<file path="src/rtl/bp_pkg.sv">
// Shared types and constants for the branch predictor decode-stage control slice.
package bp_pkg;

   typedef enum logic [0:0] {
      RUN        = 1'b0,
      WAIT_FLAGS = 1'b1
   } bp_state_e;

   localparam logic [1:0]  PRED_SNT = 2'b00;
   localparam logic [1:0]  PRED_WT  = 2'b10;
   localparam logic [1:0]  PRED_ST  = 2'b11;
   localparam logic [15:0] PC_INC   = 16'h0002;

   // Taken/not-taken direction is carried in the MSB of the 2-bit prediction.
   function automatic logic pred_taken(input logic [1:0] pred);
      return pred[1];
   endfunction

endpackage

</file>
<file path="src/rtl/sat_counter.sv">
// Saturating event counter: counts inc pulses and sticks at all-ones.
module sat_counter #(
   parameter int CNT_W = 16
) (
   input  logic             clk,
   input  logic             rst,
   input  logic             inc,
   output logic [CNT_W-1:0] count
);

   // Count register with saturation at all-ones.
   always_ff @(posedge clk) begin
      if (rst) begin
         count <= '0;
      end else if (inc && (count != {CNT_W{1'b1}})) begin
         count <= count + {{(CNT_W-1){1'b0}}, 1'b1};
      end else begin
         count <= count;
      end
   end

endmodule

</file>
<file path="src/rtl/branch_resolve_ctrl.sv">
// Decode-stage branch resolution: IF/ID prediction registers, predictor
// write pulses, PC redirect/flush, stall gating and performance counters.
module branch_resolve_ctrl
   import bp_pkg::*;
#(
   parameter int CNT_W = 16
) (
   input  logic             clk,
   input  logic             rst,
   input  logic             ext_stall,
   input  logic [15:0]      pc_curr,
   input  logic [1:0]       pred_f,
   input  logic [15:0]      pred_target_f,
   input  logic             id_is_branch,
   input  logic             id_flags_ready,
   input  logic             id_cond_true,
   input  logic [15:0]      id_target,
   output logic             bp_enable,
   output logic             pc_write_en,
   output logic             update_pc,
   output logic [15:0]      update_target,
   output logic [15:0]      if_id_pc,
   output logic [1:0]       if_id_prediction,
   output logic             if_id_valid,
   output logic             wen_bht,
   output logic             wen_btb,
   output logic             actual_taken,
   output logic [15:0]      actual_target,
   output logic [CNT_W-1:0] cnt_branches,
   output logic [CNT_W-1:0] cnt_mispredicts,
   output logic [CNT_W-1:0] cnt_stalls
);

   bp_state_e   state_r;
   logic [15:0] if_id_target_r;

   logic resolve_s;
   logic taken_s;
   logic mispred_s;
   logic tgt_miss_s;
   logic stall_s;
   logic redirect_s;

   // Resolution happens combinationally in the decode cycle; reset suppresses it.
   always_comb begin
      taken_s    = id_cond_true;
      stall_s    = ext_stall | (if_id_valid & id_is_branch & ~id_flags_ready);
      resolve_s  = ~rst & if_id_valid & id_is_branch & id_flags_ready & ~ext_stall;
      mispred_s  = pred_taken(if_id_prediction) != taken_s;
      tgt_miss_s = if_id_target_r != id_target;
      redirect_s = resolve_s & ((taken_s & (mispred_s | tgt_miss_s)) |
                                (~taken_s & pred_taken(if_id_prediction)));
   end

   assign wen_bht       = resolve_s & mispred_s;
   assign wen_btb       = resolve_s & taken_s & tgt_miss_s;
   assign actual_taken  = taken_s;
   assign actual_target = taken_s ? id_target : 16'h0000;
   assign update_pc     = redirect_s;
   assign update_target = taken_s ? id_target : (if_id_pc + PC_INC);
   assign bp_enable     = ~stall_s;
   assign pc_write_en   = ~stall_s | redirect_s;

   // Flag-wait tracking; ext_stall freezes the state.
   always_ff @(posedge clk) begin
      if (rst) begin
         state_r <= RUN;
      end else begin
         case (state_r)
            RUN: begin
               if (if_id_valid && id_is_branch && !id_flags_ready && !ext_stall) begin
                  state_r <= WAIT_FLAGS;
               end else begin
                  state_r <= RUN;
               end
            end
            WAIT_FLAGS: begin
               if (id_flags_ready && !ext_stall) begin
                  state_r <= RUN;
               end else begin
                  state_r <= WAIT_FLAGS;
               end
            end
            default: state_r <= RUN;
         endcase
      end
   end

   // IF/ID pipeline registers: a redirect flushes, otherwise load unless stalled.
   always_ff @(posedge clk) begin
      if (rst || redirect_s) begin
         if_id_pc         <= 16'h0000;
         if_id_prediction <= PRED_SNT;
         if_id_target_r   <= 16'h0000;
         if_id_valid      <= 1'b0;
      end else if (!stall_s) begin
         if_id_pc         <= pc_curr;
         if_id_prediction <= pred_f;
         if_id_target_r   <= pred_target_f;
         if_id_valid      <= 1'b1;
      end else begin
         if_id_pc         <= if_id_pc;
         if_id_prediction <= if_id_prediction;
         if_id_target_r   <= if_id_target_r;
         if_id_valid      <= if_id_valid;
      end
   end

   sat_counter #(.CNT_W(CNT_W)) u_cnt_branches (
      .clk   (clk),
      .rst   (rst),
      .inc   (resolve_s),
      .count (cnt_branches)
   );

   sat_counter #(.CNT_W(CNT_W)) u_cnt_mispredicts (
      .clk   (clk),
      .rst   (rst),
      .inc   (redirect_s),
      .count (cnt_mispredicts)
   );

   sat_counter #(.CNT_W(CNT_W)) u_cnt_stalls (
      .clk   (clk),
      .rst   (rst),
      .inc   (~pc_write_en),
      .count (cnt_stalls)
   );

endmodule

</file>
<file path="config.mk">
export PLATFORM = sky130hd
export DESIGN_NAME = branch_resolve_ctrl
export DESIGN_NICKNAME = d
export VERILOG_FILES = /design/src/rtl/bp_pkg.sv /design/src/rtl/sat_counter.sv /design/src/rtl/branch_resolve_ctrl.sv
export SDC_FILE = /design/constraint.sdc
export NUM_CORES = 1
export LEC_CHECK = 0
export BUFFER_PORTS_ARGS = -buffer_cell sky130_fd_sc_hd__buf_2
export CAP_MARGIN = 20
export CORE_MARGIN = 2
export CORE_UTILIZATION = 45
export DETAILED_ROUTE_END_ITERATION = 8
export PLACE_DENSITY_LB_ADDON = 0.25
export SLEW_MARGIN = 20
export SYNTH_ARGS = -nofsm -noshare
export SYNTH_HDL_FRONTEND = slang
export SYNTH_SLANG_ARGS = --single-unit
</file>
<file path="constraint.sdc">
create_clock -name clk -period 2.6 [get_ports clk]
set_clock_uncertainty 0.05 [all_clocks]
set_input_delay 0.52 -clock clk [delete_from_list [all_inputs] [get_ports clk]]
set_output_delay 0.52 -clock clk [all_outputs]
set_load 0.02 [all_outputs]
</file>
==> run_results.csv <==
group,metric,value,unit
outcome,status,"finished, final reports clean",
sta,maxSlewViolCount,0,
logic_synthesis,synth_compound_area_frac,0.136,
logic_synthesis,yosysUniqueCellTypes,46,
grt,grt_pass1_vias,3899,
floorplanning,die_x,101,um
critical_path,path_class,"reg2out",
floorplanning,rows,35,
clocking,postCtsSetupBuffers,0,
placement,gp_congestion,0.838,
drt,wl_met1,5130,um
clocking,clk_latency,0.34,ns
floorplanning,die_h,101,um
critical_path,cp-endpoint,"wen_btb",
power,total_power,2.65,mW
logic_synthesis,synth_xor_area_frac,0.112,
critical_path,r2r_cells,7,
logic_synthesis,synth-adder-area-share,0.0118,
finish,nNetsFinal,744,
sta,min_period,2.47,ns
logic_synthesis,syn_nets,588,
placement,dp_cells,784,
logic_synthesis,synth_top_flop_cell,"dfxtp_1",
sta,hold_viol,0,
critical_path,r2r_setup_slack,0.38,ns
critical_path,worst_setup_path_start_kind,"flop",
drt,ant_nets,0,
logic_synthesis,synthSimpleGateAreaFrac,0.284,
critical_path,crit_required,2.03,ns
drt,first_iter_violations,123,
job,cap_violations,0,
floorplanning,core,9200,um^2
sta,relSlewSlack,0.650,
floorplanning,initial_utilization,0.460,
clocking,path_clk_slew,0.08,ns
logic_synthesis,syn_avg_cell_area,8.00,um^2
grt,grtUsageTotal,0.228,
finish,antennaDiodeCount,0,
clocking,clockRootBuffer,"clkbuf_8",
logic_synthesis,synth_top_family_by_area,"simple AND/OR/NAND/NOR gates",
clocking,cts_sinks,83,
grt,overflow,0,
min_path,hold_class,"in2reg",
logic_synthesis,yosysWarnings,0,
drt,wirelength,11700,um
critical_path,cp-end-kind,"primary output",
sta,tightest_slew,0.526,ns
drt,top_layer,"met4",
critical_path,crit_cells,5,
finish,nFillCells,859,
clocking,clk_path_buf_depth,2,
sta,fmaxAchievable,0.405,GHz
critical_path,max_stage_delay,0.45,ns
grt,grt_pass1_wl,18600,um
finish,final_cells,800,
placement,portBuffers,160,
critical_path,path_delay_family,"simple AND/OR/NAND/NOR gates",
drt,wl_per_cell,14.7,um
finish,area_delta_synth_final,27.7,%
critical_path,crit_buf_inv,2,
sta,fin_crit_sh,0.951,
clocking,cts_tree,"yes",
finish,drive_gt1_frac,0.300,
floorplanning,dieArea,10200,um^2
critical_path,r2r_end,"u_cnt_mispredicts.count[14]$_SDFFE_PP0P_",
clocking,cts.htree.levels,3,
critical_path,r2r_start,"u_cnt_mispredicts.count[0]$_SDFFE_PP0P_",
logic_synthesis,synth.area.mux_share,0.0181,
power,vdd_drop_max,252,uV
logic_synthesis,synth-edff-count,0,
sta,fin_setup_tns,0,ns
drt,dr_wl_met3,604,um
logic_synthesis,netlist_instances,528,
critical_path,crit_start,"if_id_valid$_SDFFE_PP0P_",
drt,dr_wl_met2,5890,um
grt,grt_max_degree,48,
critical_path,cp_slowest_cell,"or4_4",
sta,finalSetupViolCount,0,
logic_synthesis,seq_area_frac_synth,0.393,
logic_synthesis,ys_ff_latch,83,
critical_path,cp_max_fo,5,
critical_path,arrival,1.90,ns
grt,antenna_found_initial,0,
power,powerDensity,491,nW/um^2
critical_path,crit_chain,"nand2_1 > or4_4 > buf_4 > nor3b_1 > buf_2",
drt,vias,4237,
drt,dr.pass1.iters,4,
placement,dp_hpwl,8830,um
power,p_leak,2.31,nW
drt,vias_per_cell,5.30,
clocking,cts_buffers,9,
drt,drc,0,
logic_synthesis,synthArstFlopShare,0,
sta,rsz0062_at_grt,"false",
floorplanning,num_io_pins,161,
logic_synthesis,synthesis.area,4230,um^2
## repair_timing
item | 4_1_cts | 5_1_grt
hold buffers | 0 | 0
gates cloned | 0 | 0
setup endpoints to repair | 1 | 7
gates resized for setup | 1 | 10
pin swaps | 0 | 1
endpoints found under the hold margin | 0 | 0
## layer usage
metal | vias up | GRT usage
met2 | 122 | 0.399
met1 | 1983 | 0.288
met3 | 8 | 0.0395
li1 | 2124 | -
met4 | 0 | 0.0613
met5 | - | 0
## cell families after synthesis
family	count (synthesis)
muxes	7
and+or+nand+nor	243
adders and majority gates	4
DFF	83
xor gates and xnor gates	54
buffers and inverters	44
AOI/OAI and AO/OA	93
## layout by cell type, fill, tap and decap left out, types with 2 or more instances in the layout
master	netlist	final
nor3b_1	2	2
and4_1	2	2
a21oi_1	49	49
buf_2	6	160
dfxtp_1	83	79
and2_1	18	17
mux2_1	3	3
a31oi_1	2	2
xor2_1	19	19
dfxtp_2	0	3
mux2i_1	2	2
nor4_1	4	4
and3_1	7	7
xnor2_1	35	35
clkbuf_8	0	9
clkinvlp_4	0	3
nor4_2	2	2
inv_1	15	15
o31ai_1	11	11
ha_1	4	3
o21ai_0	6	6
o211ai_1	2	2
or3_1	8	8
nand4_1	16	16
nor2b_1	4	4
nor3_1	6	5
nand3_1	28	27
buf_4	1	12
mux2_2	2	2
nor2_1	46	46
nand2_1	87	87
buf_12	0	2
o21bai_1	15	14
or4_1	8	8
## Yosys cell counts, types with 2 or more instances
cell type,number,area [um^2]
a21oi_1,49,245
a31oi_1,2,12.5
and2_1,18,113
and3_1,7,43.8
and4_1,2,17.5
buf_2,6,30.0
buf_6,2,22.5
clkbuf_1,19,71.3
dfxtp_1,83,1660
ha_1,4,50.1
inv_1,15,56.3
mux2_1,3,33.8
mux2_2,2,22.5
mux2i_1,2,20.0
nand2_1,87,327
nand3_1,28,140
nand4_1,16,100
nor2_1,46,173
nor2b_1,4,25.0
nor3_1,6,30.0
nor3b_1,2,15.0
nor4_1,4,25.0
nor4_2,2,25.0
o211ai_1,2,15.0
o21ai_0,6,30.0
o21bai_1,15,113
o31ai_1,11,82.6
or3_1,8,50.1
or4_1,8,60.1
xnor2_1,35,307
xor2_1,19,166
## stage by stage
step / utilization / setup WS (ns) / hold slack, ns / area, um^2
2_1_floorplan: - / 0.243 / 0.399 / 4230
3_3_place_gp: 0.562 / 0.160 / 0.391 / 5170
3_5_place_dp: 0.562 / 0.119 / 0.411 / 5170
4_1_cts: 0.584 / 0.00709 / 0.323 / 5370
5_1_grt: 0.587 / 0.0224 / 0.339 / 5400
6_report: 0.587 / 0.128 / 0.343 / 5400
## state kept, by name, summed over array words and instances, names as in the netlist
signal,cells
u_cnt_branches.count,16
if_id_valid,1
if_id_prediction,2
if_id_pc,16
if_id_target_r,16
u_cnt_mispredicts.count,16
u_cnt_stalls.count,16
## worst register-to-register path, stage by stage, from the launching register on
cell	delay, ns
dfxtp_1	0.38
ha_1	0.25
and3_1	0.19
and3_1	0.23
nand4_1	0.17
nand2b_4	0.20
or4_1	0.52
a21oi_1	0.15
## where the power goes
group / internal (mW) / switching [mW]
Sequential: 1.31 / 0.0426
Clock: 0.444 / 0.470
Combinational: 0.151 / 0.233
## cell type report
cell class / count / area (um^2) / share of cell area
clock buffers: 10 / 128 / 0.0236
clock inverters: 6 / 66.3 / 0.0123
inverters: 15 / 56.3 / 0.0104
multi-input cells: 401 / 2410 / 0.446
flip-flops and latches: 83 / 1670 / 0.309
well taps: 111 / 139 / 0.0257
repair buffers: 174 / 931 / 0.172
## how the worst min path moves through the flow
| stage | startpoint | end | slack [ns] | cells after the start |
|---|---|---|---|---|
| after floorplan | if_id_target_r[0]$_SDFFE_PP0P_ | if_id_target_r[0]$_SDFFE_PP0P_ | 0.40 | 2 |
| after global placement | if_id_prediction[0]$_SDFFE_PP0P_ | if_id_prediction[0]$_SDFFE_PP0P_ | 0.39 | 2 |
| after detailed placement | if_id_prediction[0]$_SDFFE_PP0P_ | if_id_prediction[0]$_SDFFE_PP0P_ | 0.41 | 2 |
| after CTS | ext_stall | if_id_valid$_SDFFE_PP0P_ | 0.32 | 2 |
| after global routing | pc_curr[10] | if_id_pc[10]$_SDFFE_PP0P_ | 0.34 | 3 |
| final | ext_stall | if_id_valid$_SDFFE_PP0P_ | 0.34 | 2 |
Note: power is estimated with default switching activity, not from simulation.
